==> src/rtl/btb_tag_array_pkg.sv <==
`default_nettype none
// ============================================================================
// Module      : btb_tag_array_pkg
// Description : Shared types and default sizes for the BTB tag store and the
//               blocks that instantiate it.
// Revision    : 1.0 - initial release
// ============================================================================
package btb_tag_array_pkg;

    // Default geometry used by instantiating blocks
    localparam int BTB_WAYS  = 4;
    localparam int BTB_SETS  = 16;
    localparam int BTB_TAG_W = 10;

    // Tag value at the default width
    typedef logic [BTB_TAG_W-1:0] btb_tag_t;

    // Flush sequencer states
    typedef enum logic [0:0] {
        FLUSH_IDLE  = 1'b0,
        FLUSH_SWEEP = 1'b1
    } flush_state_e;

endpackage : btb_tag_array_pkg
`default_nettype wire

==> src/rtl/btb_tag_array_if.sv <==
`default_nettype none
// ============================================================================
// Module      : btb_tag_array_if
// Description : Lookup / fill / flush bundle of the BTB tag store. The master
//               modport is the fetch-stage side, the slave modport is the
//               tag array.
// Revision    : 1.0 - initial release
// ============================================================================
interface btb_tag_array_if
    import btb_tag_array_pkg::*;
#(
    parameter int WAYS  = BTB_WAYS,
    parameter int SETS  = BTB_SETS,
    parameter int TAG_W = BTB_TAG_W
);
    localparam int WAY_W = $clog2(WAYS);
    localparam int SET_W = $clog2(SETS);

    logic             lookup;
    logic [SET_W-1:0] lookup_set;
    logic [TAG_W-1:0] lookup_tag;
    logic             hit;
    logic [WAY_W-1:0] hit_way;
    logic             load;
    logic [SET_W-1:0] load_set;
    logic [TAG_W-1:0] load_tag;
    logic [WAY_W-1:0] victim_way;
    logic             flush;
    logic             busy;

    modport master (
        output lookup, lookup_set, lookup_tag,
        output load, load_set, load_tag,
        output flush,
        input  hit, hit_way, victim_way, busy
    );

    modport slave (
        input  lookup, lookup_set, lookup_tag,
        input  load, load_set, load_tag,
        input  flush,
        output hit, hit_way, victim_way, busy
    );

endinterface : btb_tag_array_if
`default_nettype wire

==> src/rtl/btb_tag_array_plru.sv <==
`default_nettype none
// ============================================================================
// Module      : btb_plru
// Description : Replacement state for the BTB tag store.
//               BTB_PLRU_EN defined   : tree pseudo-LRU for one set
//                                       (WAYS-1 node bits, heap ordered).
//               BTB_PLRU_EN undefined : one round-robin pointer shared by
//                                       all sets.
// Revision    : 1.0 - initial release
// ============================================================================
module btb_plru #(
    parameter int WAYS = 4
) (
    input  logic                     clk,
    input  logic                     rst,
`ifdef BTB_PLRU_EN
    input  logic                     clear,
`endif
    input  logic                     access_valid,
    input  logic [$clog2(WAYS)-1:0]  access_way,
    output logic [$clog2(WAYS)-1:0]  victim
);
    localparam int WAY_W = $clog2(WAYS);

`ifdef BTB_PLRU_EN
    // Node n (1..WAYS-1) has children 2n and 2n+1; a 0 points left.
    logic [WAYS-1:1] r_tree;
    logic [WAYS-1:1] w_tree_nxt;
    logic [WAY_W:0]  w_walk;
    logic [WAY_W:0]  w_upd_walk;
    logic [WAY_W-1:0] w_upd_way;

    // Follow the node pointers from the root down to a leaf
    always_comb begin
        w_walk = (WAY_W+1)'(1);
        for (int l = 0; l < WAY_W; l++) begin
            w_walk = {w_walk[WAY_W-1:0], r_tree[w_walk[WAY_W-1:0]]};
        end
        victim = w_walk[WAY_W-1:0];
    end

    // Point every node on the accessed way's path away from that way
    always_comb begin
        w_tree_nxt = r_tree;
        w_upd_walk = (WAY_W+1)'(1);
        w_upd_way  = access_way;
        for (int l = 0; l < WAY_W; l++) begin
            w_tree_nxt[w_upd_walk[WAY_W-1:0]] = ~w_upd_way[WAY_W-1];
            w_upd_walk = {w_upd_walk[WAY_W-1:0], w_upd_way[WAY_W-1]};
            w_upd_way  = w_upd_way << 1;
        end
    end

    // Tree bits: cleared by reset or by the flush sweep of this set
    always_ff @(posedge clk or posedge rst) begin
        if (rst) begin
            r_tree <= '0;
        end else if (clear) begin
            r_tree <= '0;
        end else if (access_valid) begin
            r_tree <= w_tree_nxt;
        end
    end
`else
    logic [WAY_W-1:0] r_ptr;

    // Pointer steps past the way just replaced; only a full-set fill calls in
    always_ff @(posedge clk or posedge rst) begin
        if (rst) begin
            r_ptr <= '0;
        end else if (access_valid) begin
            r_ptr <= access_way + WAY_W'(1);
        end
    end

    assign victim = r_ptr;
`endif

endmodule : btb_plru
`default_nettype wire

==> src/rtl/btb_tag_array.sv <==
`default_nettype none
// ============================================================================
// Module      : btb_tag_array
// Description : WAYS x SETS tag store of the branch target buffer. Registered
//               lookup (hit / hit_way), self-selected fill victim, and a
//               one-set-per-clock flush sweep. Replacement policy is chosen
//               by the BTB_PLRU_EN macro (tree PLRU when defined, global
//               round-robin otherwise).
// Revision    : 1.0 - initial release
// ============================================================================
module btb_tag_array
    import btb_tag_array_pkg::*;
#(
    parameter int WAYS  = BTB_WAYS,
    parameter int SETS  = BTB_SETS,
    parameter int TAG_W = BTB_TAG_W
) (
    input  logic           clk,
    input  logic           rst,
    btb_tag_array_if.slave bus
);
    localparam int WAY_W = $clog2(WAYS);
    localparam int SET_W = $clog2(SETS);

    // Storage
    logic [TAG_W-1:0] r_tag   [WAYS][SETS];
    logic [WAYS-1:0]  r_valid [SETS];

    // Flush sequencer
    flush_state_e     r_state;
    flush_state_e     w_state_nxt;
    logic [SET_W-1:0] r_cnt;
    logic [SET_W-1:0] w_cnt_nxt;
    logic             w_sweep;

    // Lookup path
    logic [WAYS-1:0]  w_lk_match;
    logic             w_lk_hit;
    logic [WAY_W-1:0] w_lk_way;
    logic             r_hit;
    logic [WAY_W-1:0] r_hit_way;

    // Fill path
    logic             w_free_any;
    logic [WAY_W-1:0] w_free_way;
    logic [WAY_W-1:0] w_policy_victim;
    logic [WAY_W-1:0] w_victim;
    logic             w_load_en;

    assign w_sweep   = (r_state == FLUSH_SWEEP);
    assign w_load_en = bus.load & ~w_sweep;

    // Tag compare across all ways of the lookup set; lowest matching way wins
    always_comb begin
        w_lk_match = '0;
        w_lk_hit   = 1'b0;
        w_lk_way   = '0;
        for (int w = 0; w < WAYS; w++) begin
            w_lk_match[w] = r_valid[bus.lookup_set][w] &&
                            (r_tag[w][bus.lookup_set] == bus.lookup_tag);
        end
        for (int w = WAYS-1; w >= 0; w--) begin
            if (w_lk_match[w]) begin
                w_lk_hit = 1'b1;
                w_lk_way = WAY_W'(w);
            end
        end
        // A sweeping array reports nothing
        w_lk_hit = w_lk_hit & bus.lookup & ~w_sweep;
        if (!w_lk_hit) begin
            w_lk_way = '0;
        end
    end

    // Victim: lowest invalid way of the fill set, else the replacement policy
    always_comb begin
        w_free_any = 1'b0;
        w_free_way = '0;
        for (int w = WAYS-1; w >= 0; w--) begin
            if (!r_valid[bus.load_set][w]) begin
                w_free_any = 1'b1;
                w_free_way = WAY_W'(w);
            end
        end
        w_victim = w_free_any ? w_free_way : w_policy_victim;
    end

`ifdef BTB_PLRU_EN
    logic [WAY_W-1:0] w_plru_victim [SETS];

    // One tree per set; a same-set fill overrides a same-set hit (fill is MRU)
    for (genvar s = 0; s < SETS; s++) begin : g_plru
        logic             w_acc_v;
        logic [WAY_W-1:0] w_acc_way;

        // Select this set's access for the edge
        always_comb begin
            w_acc_v   = 1'b0;
            w_acc_way = '0;
            if (w_load_en && (bus.load_set == SET_W'(s))) begin
                w_acc_v   = 1'b1;
                w_acc_way = w_victim;
            end else if (w_lk_hit && (bus.lookup_set == SET_W'(s))) begin
                w_acc_v   = 1'b1;
                w_acc_way = w_lk_way;
            end
        end

        btb_plru #(
            .WAYS (WAYS)
        ) u_plru (
            .clk          (clk),
            .rst          (rst),
            .clear        (w_sweep && (r_cnt == SET_W'(s))),
            .access_valid (w_acc_v),
            .access_way   (w_acc_way),
            .victim       (w_plru_victim[s])
        );
    end : g_plru

    assign w_policy_victim = w_plru_victim[bus.load_set];
`else
    // Single shared pointer, consulted and advanced only by full-set fills
    if (1) begin : g_rr
        btb_plru #(
            .WAYS (WAYS)
        ) u_rr (
            .clk          (clk),
            .rst          (rst),
            .access_valid (w_load_en & ~w_free_any),
            .access_way   (w_victim),
            .victim       (w_policy_victim)
        );
    end : g_rr
`endif

    // Tag array write; contents are don't-care until the valid bit is set
    always_ff @(posedge clk) begin
        if (w_load_en) begin
            r_tag[w_victim][bus.load_set] <= bus.load_tag;
        end
    end

    // Valid bits: fill sets one, the sweep clears a whole set
    always_ff @(posedge clk or posedge rst) begin
        if (rst) begin
            for (int s = 0; s < SETS; s++) begin
                r_valid[s] <= '0;
            end
        end else begin
            if (w_load_en) begin
                r_valid[bus.load_set][w_victim] <= 1'b1;
            end
            if (w_sweep) begin
                r_valid[r_cnt] <= '0;
            end
        end
    end

    // Registered lookup result
    always_ff @(posedge clk or posedge rst) begin
        if (rst) begin
            r_hit     <= 1'b0;
            r_hit_way <= '0;
        end else begin
            r_hit     <= w_lk_hit;
            r_hit_way <= w_lk_way;
        end
    end

    // Flush FSM state and sweep counter
    always_ff @(posedge clk or posedge rst) begin
        if (rst) begin
            r_state <= FLUSH_IDLE;
            r_cnt   <= '0;
        end else begin
            r_state <= w_state_nxt;
            r_cnt   <= w_cnt_nxt;
        end
    end

    // Flush FSM next state; a flush pulse during the sweep is ignored
    always_comb begin
        w_state_nxt = r_state;
        w_cnt_nxt   = r_cnt;
        case (r_state)
            FLUSH_IDLE: begin
                if (bus.flush) begin
                    w_state_nxt = FLUSH_SWEEP;
                    w_cnt_nxt   = '0;
                end
            end
            FLUSH_SWEEP: begin
                w_cnt_nxt = r_cnt + SET_W'(1);
                if (r_cnt == SET_W'(SETS-1)) begin
                    w_state_nxt = FLUSH_IDLE;
                end
            end
            default: begin
                w_state_nxt = FLUSH_IDLE;
            end
        endcase
    end

    assign bus.hit        = r_hit;
    assign bus.hit_way    = r_hit_way;
    assign bus.victim_way = w_victim;
    assign bus.busy       = w_sweep;

endmodule : btb_tag_array
`default_nettype wire

==> src/flat_wrapper.sv <==
// flat-port wrapper written by rule: the top's interface ports become plain ports
module btb_tag_array_flat import btb_tag_array_pkg::*;
#(
    parameter int WAYS  = BTB_WAYS,
    parameter int SETS  = BTB_SETS,
    parameter int TAG_W = BTB_TAG_W
)
  (clk, rst, bus_lookup, bus_lookup_set, bus_lookup_tag, bus_load, bus_load_set, bus_load_tag, bus_flush, bus_hit, bus_hit_way, bus_victim_way, bus_busy);
  btb_tag_array_if #(.WAYS(WAYS), .SETS(SETS), .TAG_W(TAG_W)) bus_i ();
  input  logic clk;
  input  logic rst;
  input wire logic [$bits(bus_i.lookup)-1:0] bus_lookup;
  input wire logic [$bits(bus_i.lookup_set)-1:0] bus_lookup_set;
  input wire logic [$bits(bus_i.lookup_tag)-1:0] bus_lookup_tag;
  input wire logic [$bits(bus_i.load)-1:0] bus_load;
  input wire logic [$bits(bus_i.load_set)-1:0] bus_load_set;
  input wire logic [$bits(bus_i.load_tag)-1:0] bus_load_tag;
  input wire logic [$bits(bus_i.flush)-1:0] bus_flush;
  output wire logic [$bits(bus_i.hit)-1:0] bus_hit;
  output wire logic [$bits(bus_i.hit_way)-1:0] bus_hit_way;
  output wire logic [$bits(bus_i.victim_way)-1:0] bus_victim_way;
  output wire logic [$bits(bus_i.busy)-1:0] bus_busy;
  assign bus_i.lookup = bus_lookup;
  assign bus_i.lookup_set = bus_lookup_set;
  assign bus_i.lookup_tag = bus_lookup_tag;
  assign bus_i.load = bus_load;
  assign bus_i.load_set = bus_load_set;
  assign bus_i.load_tag = bus_load_tag;
  assign bus_i.flush = bus_flush;
  assign bus_hit = bus_i.hit;
  assign bus_hit_way = bus_i.hit_way;
  assign bus_victim_way = bus_i.victim_way;
  assign bus_busy = bus_i.busy;
  btb_tag_array #(.WAYS(WAYS), .SETS(SETS), .TAG_W(TAG_W)) u_core (.clk(clk), .rst(rst), .bus(bus_i));
endmodule
==> config.mk <==
export PLATFORM = sky130hd
export DESIGN_NAME = btb_tag_array_flat
export DESIGN_NICKNAME = d
export VERILOG_FILES = /design/src/rtl/btb_tag_array_pkg.sv /design/src/rtl/btb_tag_array_if.sv /design/src/rtl/btb_tag_array_plru.sv /design/src/rtl/btb_tag_array.sv /design/src/flat_wrapper.sv
export SDC_FILE = /design/constraint.sdc
export NUM_CORES = 1
export LEC_CHECK = 0
export CELL_PAD_IN_SITES_DETAIL_PLACEMENT = 1
export CELL_PAD_IN_SITES_GLOBAL_PLACEMENT = 1
export CORE_MARGIN = 2
export CORE_UTILIZATION = 59
export CTS_CLUSTER_SIZE = 16
export DETAILED_ROUTE_END_ITERATION = 6
export HOLD_SLACK_MARGIN = 0.08
export PLACE_DENSITY = 0.89
export SLEW_MARGIN = 10
export SYNTH_ARGS = -nofsm -noshare
export SYNTH_HDL_FRONTEND = slang
export SYNTH_HIERARCHICAL = 1
export SYNTH_SLANG_ARGS = --single-unit
==> constraint.sdc <==
create_clock -name clk -period 7.1 [get_ports clk]
set_input_delay 0.71 -clock clk [delete_from_list [all_inputs] [get_ports clk]]
set_output_delay 0.71 -clock clk [all_outputs]
set_load 0.02 [all_outputs]
# After elaboration in Yosys (flattened, before gate mapping)
# Memories as Yosys holds them, arrays and structs flattened.
# Cells that the tools add are included.
[classes]
n_addsub = 2
mul = 0
div = 0
magnitude_cmp = 7
eq_ne = 6
shift = 0
muxes = 53
bitwise = 12
reduce_logical = 7
[ops]
columns = ["cell", "n"]
rows = [
  ["10-bit binary-select mux with 4-bit select", 4],
  ["160-bit two-way mux", 1],
  ["64-bit two-way mux", 2],
  ["10-bit two-way mux", 9],
  ["64-bit bitwise AND", 1],
  ["64-bit NOT", 1],
  ["64-bit bitwise OR", 1],
  ["10-bit demux with 4-bit select", 1],
  ["10-bit equality test", 4],
  ["4-bit binary-select mux with 4-bit select", 2],
  ["4-bit demux with 4-bit select", 2],
  ["4-bit two-way mux", 7],
  ["2-bit two-way mux", 10],
  ["5-bit greater-or-equal comparator, second input constant", 3],
  ["4-bit NOT with 5-bit output", 3],
  ["1-bit two-way mux", 12],
  ["5-bit by 1-bit less-than comparator with 1-bit output, second input constant", 2],
  ["4-bit case mux with 2 select lines", 1],
  ["1-bit logical AND", 7],
  ["4-bit by 1-bit adder with 4-bit output, second input constant", 1],
  ["1-bit bitwise AND", 4],
  ["4-bit equality test, second input constant", 1],
  ["2-bit by 3-bit less-than comparator with 1-bit output, second input constant", 1],
  ["2-bit by 1-bit adder with 2-bit output, second input constant", 1],
  ["other kinds (5)", 6],
]
[word_totals]
register_bits = 74
latchBits = 0
ram_bits = 640
rom_bits = 0
in_bits = 33
output_inout_bits = 6
elab_cells = 109
memories = 1
[memory_table]
columns = ["name", "words", "word_bits", "rd", "rd_clocked_by_memory_dff", "wr", "line", "source"]
rows = [
  ["u_core.r_tag", 4, 160, 4, 0, 1, "btb_tag_array.sv:26", "logic [TAG_W-1:0] r_tag [WAYS][SETS];"],
]

# Logic depth before layout (Yosys ltp)
# Gate-level depths: netlist of the first run.
[depth]
word_depth = 19
depth_mapped = 13
ltp_nobuf = 8

# Cells and area by module
# The synthesis of the first run kept the hierarchy.
[modules_own_cells]
columns = ["mod", "n_inst", "cells_each", "area_per_inst_um2", "seq_area_each_um2"]
rows = [
  ["btb_tag_array", 1, 1552, 29603.4, 21020.2],
  ["btb_plru", 1, 8, 80.1, 50.0],
]

# Least setup slack after synthesis of the first run
# No wires, ideal clock.
[synth_path]
kind = "input to register"
from = "input bus_load_set[0]"
to = "memory u_core/r_tag[3][50] in the netlist's numbering, enable pin"
setup_time_ps = 378
arrival_ps = 3336
required_time_ps = 6722
path_slack_ps = 3387
path_stages = 9
path_buffers = 2
cell_sequence = "buf_4 > mux4_2 > mux4_2 > inv_1 > o21ai_1 > a21boi_2 > nand2_1 > buf_2 > nor2_1"
[synth_via]
elab_chain_cells = 9
elab_cells_between_ends = 19
cone_classes = "order compare: 2; mux: 15; bitwise: 1; reduce/logical: 1"
[synth_rtl]
columns = ["item", "line", "source"]
rows = [
  ["from (decl)", "flat_wrapper.sv:16", "input wire logic [$bits(bus_i.load_set)-1:0] bus_load_set;"],
  ["4-bit NOT with 5-bit output (not written as such) (*)", "btb_tag_array.sv:80", "if (!r_valid[bus.load_set][w]) begin"],
  ["4-bit binary-select mux with 4-bit select (*)", "btb_tag_array.sv:80", ""],
  ["4-bit two-way mux (not written as such) (*) (2 in series)", "btb_tag_array.sv:80", ""],
  ["2-bit two-way mux or 1-bit two-way mux (tied branches) (4 in series)", "btb_tag_array.sv:80", ""],
  ["2-bit two-way mux (*)", "btb_tag_array.sv:85", "w_victim = w_free_any ? w_free_way : w_policy_victim;"],
  ["named net bus_victim_way[0]", "flat_wrapper.sv:21", "output wire logic [$bits(bus_i.victim_way)-1:0] bus_victim_way;"],
  ["to (decl)", "btb_tag_array.sv:26", ""],
]
# The timed path passes the listed nets; every way through them passes the cells marked *. The select of a mux whose other input is x is not followed.

# Worst setup path after layout of the first run
[layout_path]
from = "input bus_load_set[0]"
to = "output bus_victim_way[1]"
[layout_via]
elab_chain_cells = 9
elab_cells_between_ends = 13
cone_classes = "mux: 12; bitwise: 1"
[layout_rtl]
columns = ["item", "line"]
rows = [
  ["4-bit NOT with 5-bit output (not written as such) (*)", "btb_tag_array.sv:80"],
  ["4-bit binary-select mux with 4-bit select (*)", "btb_tag_array.sv:80"],
  ["4-bit two-way mux (not written as such) (*) (2 in series)", "btb_tag_array.sv:80"],
  ["2-bit two-way mux or 1-bit two-way mux (tied branches) (4 in series)", "btb_tag_array.sv:80"],
  ["2-bit two-way mux (*)", "btb_tag_array.sv:85"],
  ["to (decl)", "flat_wrapper.sv:21"],
]
# Every way passes the cells marked *; elsewhere a longest branch is shown, timed or not. The select of a mux whose other input is x is not followed.

==> flow_summary.json, run 1 <==
{
  "clock_path_buffers": 3,
  "irDropWorstVdd_mv": 0.185,
  "cts_resized": 0,
  "ant_nets": 0,
  "grt_pass1_wl_um": 130000,
  "overflow": 0,
  "synthAdderAreaFrac_pct": 0.169,
  "syn_area_per_cell_um2": 19.0,
  "end_kind": "output port",
  "fin_ws_ps": 1800,
  "min_period_ps": 5300,
  "nets": 1650,
  "grt_max_degree": 77,
  "drv_cap": 0,
  "fp.dieW_um": 228,
  "clock-sinks": 714,
  "wl_per_cell_um": 38.6,
  "fp.dieH_um": 228,
  "insertion_delay_ps": 630,
  "setup_viol": 0,
  "async_flop_share_pct": 10.4,
  "setup_total_negative_slack_ps": 0,
  "first_global_vias": 17600,
  "antenna_found_initial": 1,
  "drt_wl_total_um": 90700,
  "syn-num-nets": 1597,
  "fin_cells": 2347,
  "power_leakage_nw": 11.4,
  "whs_ps": 372,
  "worst_slew_margin_rel_pct": 12.0,
  "worst_pin_slew_ps": 1320,
  "dpl-instance-area_um2": 30500,
  "grt_util_met2_pct": 54.1,
  "dpl.cell_count": 2212,
  "cts_htree_levels": 3,
  "post_cts_buffers": 0,
  "synth-compound-area-share_pct": 4.61,
  "use_met3_pct": 11.5,
  "cts_buffers": 71,
  "dieArea_um2": 52100,
  "first_pass_iters": 6,
  "netlist_instances": 1560,
  "synthSimpleGateAreaFrac_pct": 3.95,
  "synth_top_family_by_area": "multiplexers",
  "place_hpwl_um": 55100,
  "slew_violations": 0,
  "ys_warn_count": 6,
  "layout_common_cells": "edfxtp_1, mux4_2, mux2i_1",
  "cp.required_ps": 6390,
  "start_util_pct": 59.5,
  "num_vias": 17000,
  "ys.flop_type": "edfxtp_1",
  "grt_use_met1_pct": 47.1,
  "cp_data_arrival_time_ps": 4590,
  "power.density_nw_per_um2": 283,
  "ff_latch_area_um2": 21100,
  "syn_area_um2": 29700,
  "drive_gt1_share_pct": 19.6,
  "pre_cts_ws_ps": 1500,
  "drtIter0Drc": 2530,
  "skew_ps": 34.3,
  "drc": 0,
  "synth_cell_types": 71,
  "status": "finished clean",
  "grt-busiest-layer": "met2",
  "rsz0062_at_grt": "no",
  "fin_area_um2": 32800,
  "postLayoutCoreUtil_pct": 65.7,
  "hold_buffers": 0,
  "synthXorXnorAreaFrac_pct": 1.33,
  "fill_cells": 4102,
  "multiInputGateArea_um2": 7980,
  "synth_seq_cells": 714,
  "portBuffers": 38,
  "crit_type": "in2out",
  "fin_crit_sh_pct": 74.6,
  "startpoint_type": "primary input",
  "track_usage_pct": 35.7,
  "ios": 39,
  "hold_viol": 0,
  "yosysSeqAreaShare_pct": 71.0,
  "holdCritPathClass": "in2async",
  "crit_fanout": 16,
  "total_power_mw": 9.29,
  "syn_to_final_growth_pct": 10.4,
  "viasPerCell": 7.25,
  "clk_pin_slew_ps": 70,
  "row_count": 82,
  "muxShareOfSynthArea_pct": 16.8,
  "fp.coreArea_um2": 49900,
  "synth_edf_count": 640,
  "final_common_cell": "edfxtp_1",
  "cts_tree": "built",
  "gp_congestion": 0.983,
  "clock.fmax_mhz": 189,
  "cts.root.buffer_cell": "clkbuf_16"
}
## routing by layer
| metal | wire length (um) | vias up |
|---|---|---|
| met5 | 0 | - |
| met4 | 5450 | 0 |
| met3 | 10900 | 347 |
| met2 | 42100 | 1373 |
| met1 | 32200 | 8850 |
| li1 | - | 6449 |
## sequential cells by signal (all words and copies together), names as in the netlist
| name | flops |
|---|---|
| u_core/bus.busy | 1 |
| u_core/bus.hit | 1 |
| u_core/bus.hit_way | 2 |
| u_core/g_rr.u_rr/victim | 2 |
| u_core/r_cnt | 4 |
| u_core/r_tag | 640 |
| u_core/r_valid | 64 |
## cell type report
type / instances / share of cell area (%)
inverter: 14 / 0.160
antenna: 5 / 0.0382
clock inverter: 27 / 0.733
multi-input combinational: 743 / 24.3
timing repair buffer: 69 / 1.72
tap: 672 / 2.57
sequential: 714 / 64.3
clock buffer: 103 / 6.14
## logic make-up (layout without fill, tap and decap cells)
family,after synthesis,after routing
XOR/XNOR,45,45
buffers and inverters,103,213
AO/OA/AOI/OAI,185,185
multiplexers,283,283
adder cells (fa/ha/maj),4,4
AND/OR/NAND/NOR,226,226
flip-flops,714,714
other,0,5
## final timing paths
check	from	endpoint	slack [ps]	depth (start not counted)
setup reg to reg	u_core/r_valid[35]$_DFF_PP0_	u_core/r_tag[3][33]$_DFFE_PP_	2980	7
setup / recovery	bus_load_set[0]	bus_victim_way[1]	1800	7
min in group clk	u_core/r_valid[21]$_DFF_PP0_	u_core/r_valid[21]$_DFF_PP0_	510	1
hold reg to reg	u_core/r_valid[21]$_DFF_PP0_	u_core/r_valid[21]$_DFF_PP0_	510	1
hold / removal	rst	u_core/g_rr.u_rr/victim[0]$_DFFE_PP0P_	370	2
max in group asynchronous	rst	u_core/r_valid[35]$_DFF_PP0_	5490	3
## power by group
| part | total (mW) | switching [mW] | internal [mW] |
|---|---|---|---|
| Combinational | 0.875 | 0.594 | 0.281 |
| Sequential | 4.70 | 0.0690 | 4.64 |
| Clock | 3.71 | 1.59 | 2.12 |
| Total | 9.29 | 2.25 | 7.04 |
## synthesized netlist by cell type (7+ instances only)
| cell type | count | area (um^2) |
|---|---|---|
| mux2_2 | 7 | 78.8 |
| nand3_1 | 27 | 135 |
| a22oi_1 | 23 | 173 |
| buf_2 | 36 | 180 |
| nor2b_1 | 13 | 81.3 |
| nand2_1 | 33 | 124 |
| clkbuf_1 | 17 | 63.8 |
| a21oi_1 | 13 | 65.1 |
| buf_4 | 19 | 143 |
| mux4_1 | 10 | 263 |
| edfxtp_1 | 640 | 19200 |
| o211ai_1 | 8 | 60.1 |
| mux2i_1 | 107 | 1070 |
| mux4_2 | 159 | 3580 |
| dfrtp_1 | 74 | 1850 |
| nor2_4 | 9 | 101 |
| nand4_1 | 8 | 50.1 |
| o21ai_0 | 27 | 135 |
| nor2_1 | 86 | 323 |
| nor3_1 | 9 | 45.0 |
| inv_1 | 12 | 45.0 |
| nor3b_1 | 8 | 60.1 |
| xnor2_1 | 39 | 342 |
| nand2b_1 | 9 | 56.3 |
| a21o_1 | 66 | 495 |
## critical path, cell delays in order
cell and delay (ps):
clkdlybuf4s50_1 1280, buf_4 330, mux4_2 510, mux4_2 550
nand2_1 110, o21a_1 290, clkdlybuf4s50_1 780
Note: power is estimated with default switching activity, not from simulation.
==> run 2, diff against run 1 <==
- CORE_UTILIZATION: 59 -> 50
- PLACE_DENSITY: 0.89 -> 0.81
- clock period: 7.1 -> 4.8 ns (I/O delays scaled with it)
==> run 2 against run 1 <==
Effect of this change:
- global-route usage decreased by 7.3 points
- sequential power increased by 48%
- sequential share of layout area decreased by 1.8 points
- critical path depth increased by 1
- clock power increased by 58%
- cell area increased by 2.8%
- utilization decreased by 8.5 points
- count of clock-buffer cells in the layout decreased by 9
- clock skew decreased by 4.1 ps
- largest power group unchanged
- non-clock buffer count increased by 73
- critical endpoint is now bus_victim_way[0]
- hold slack got worse by 220 ps
- first-iteration DRC count decreased by 20%
==> flow_summary.json, run 2 (synthesized netlist as in run 1, its figures left out) <==
{
  "largest_reg_flops": 640,
  "viasPerCell": 6.59,
  "critPathLaunch": "bus_load_set[0]",
  "hold_viol": 0,
  "place_hpwl_um": 52600,
  "drc": 0,
  "final_common_cell": "edfxtp_1",
  "crit_end": "bus_victim_way[0]",
  "slew_violations": 0,
  "first_pass_iters": 7,
  "post_cts_buffers": 0,
  "end_kind": "output port",
  "pre_cts_ws_ps": 686,
  "holdCritPathClass": "in2async",
  "fin_ws_ps": 794,
  "drive_gt1_share_pct": 23.9,
  "status": "finished clean",
  "start_util_pct": 50.4,
  "row_count": 89,
  "drtIter0Drc": 2031,
  "power_leakage_nw": 11.9,
  "clk_pin_slew_ps": 60,
  "gp_congestion": 0.947,
  "drv_cap": 0,
  "first_global_vias": 17600,
  "dieArea_um2": 61300,
  "crit_fanout": 20,
  "regToRegSetupSlack_ps": 1530,
  "cts_resized": 0,
  "portBuffers": 38,
  "rsz0062_at_grt": "no",
  "hold_buffers": 0,
  "cts_htree_levels": 3,
  "worstReg2RegEnd": "u_core/r_valid[6]$_DFF_PP0_",
  "fp.dieH_um": 248,
  "power.density_nw_per_um2": 416,
  "cp_data_arrival_time_ps": 3530,
  "clock_path_buffers": 3,
  "skew_ps": 30.2,
  "setup_total_negative_slack_ps": 0,
  "setup_viol": 0,
  "syn_to_final_growth_pct": 13.5,
  "irDropWorstVdd_mv": 0.234,
  "grt_pass1_wl_um": 123000,
  "r2r_cells": 10,
  "ant_nets": 0,
  "num_vias": 16600,
  "layout_common_cells": "edfxtp_1, mux4_2, mux2i_1",
  "cts_tree": "built",
  "crit_type": "in2out",
  "whs_ps": 155,
  "overflow": 0,
  "fp.coreArea_um2": 58900,
  "antenna_found_initial": 2,
  "grt_max_degree": 76,
  "reg_top3": "u_core/r_tag (640), u_core/r_valid (64), u_core/r_cnt (4)",
  "clock.fmax_mhz": 250,
  "clock-sinks": 714,
  "ios": 39,
  "drt_wl_total_um": 84600,
  "cts.root.buffer_cell": "clkbuf_16",
  "cts_buffers": 72,
  "worst_slew_margin_rel_pct": 37.1,
  "nets": 1724,
  "cp.required_ps": 4320,
  "track_usage_pct": 28.4,
  "insertion_delay_ps": 620,
  "min_period_ps": 4010,
  "worst_pin_slew_ps": 943,
  "startpoint_type": "primary input",
  "wl_per_cell_um": 33.6,
  "top_register": "u_core/r_tag",
  "fin_crit_sh_pct": 83.5,
  "fill_cells": 5078,
  "timing.rr.start": "u_core/r_valid[3]$_DFF_PP0_",
  "fp.dieW_um": 248
}
-- run 2: report_power, final --
part           total [mW]  leakage, nW  switching (mW)  internal (mW)
logic                1.21         3.96           0.782          0.424
clock network        5.85         1.21            2.37           3.49
registers            6.96         6.77           0.109           6.86
total                14.0         11.9            3.26           10.8
-- run 2: cell type report --
class	instances	area, um^2	area share, %
well taps	773	967	2.87
diodes	1	2.50	0.00743
repair buffers	142	1150	3.43
clock inverters	34	383	1.14
multi-input cells	743	7980	23.7
flip-flops and latches	714	21100	62.5
inverters	14	52.6	0.156
clock buffers	94	2080	6.18
-- run 2: layer usage --
layer / share of wire (%) / wire length [um] / vias to the layer above / GRT usage [%]
li1: - / - / 6586 / -
met1: 39 / 32600 / 8762 / 38.0
met2: 48 / 40300 / 982 / 44.9
met3: 9.2 / 7810 / 241 / 6.69
met4: 4.5 / 3830 / 2 / 12.6
met5: 0.021 / 18 / - / 0
-- run 2: how the worst min path moves through the flow --
stage	to	depth (start not counted)	slack (ps)	start
finish	u_core/g_rr.u_rr/victim[0]$_DFFE_PP0P_	2	160	rst
global route	u_core/g_rr.u_rr/victim[0]$_DFFE_PP0P_	2	160	rst
CTS	u_core/g_rr.u_rr/victim[1]$_DFFE_PP0P_	2	140	rst
detailed placement	u_core/r_valid[33]$_DFF_PP0_	1	490	u_core/r_valid[33]$_DFF_PP0_
global placement	u_core/r_valid[29]$_DFF_PP0_	1	470	u_core/r_valid[29]$_DFF_PP0_
floorplan	u_core/g_rr.u_rr/victim[0]$_DFFE_PP0P_	1	220	rst
-- run 2: critical path, stage by stage --
cell             delay [ps]
clkdlybuf4s50_1         500
buf_12                  200
mux4_2                  520
mux4_2                  540
inv_1                   100
o21ai_1                  70
a21boi_2                300
clkdlybuf4s50_1         790
-- run 2: metrics by stage --
| stage | area, um^2 | std cells | utilization, % | power [mW] |
|---|---|---|---|---|
| 2_1_floorplan | 29700 | 1560 | - | 7.78 |
| 3_3_place_gp | 31200 | 2386 | 53.0 | 8.19 |
| 3_5_place_dp | 31200 | 2386 | 53.0 | 8.25 |
| 4_1_cts | 33700 | 2514 | 57.2 | 14.1 |
| 5_1_grt | 33700 | 2514 | 57.2 | 14.4 |
| 6_report | 33700 | 2515 | 57.2 | 14.0 |
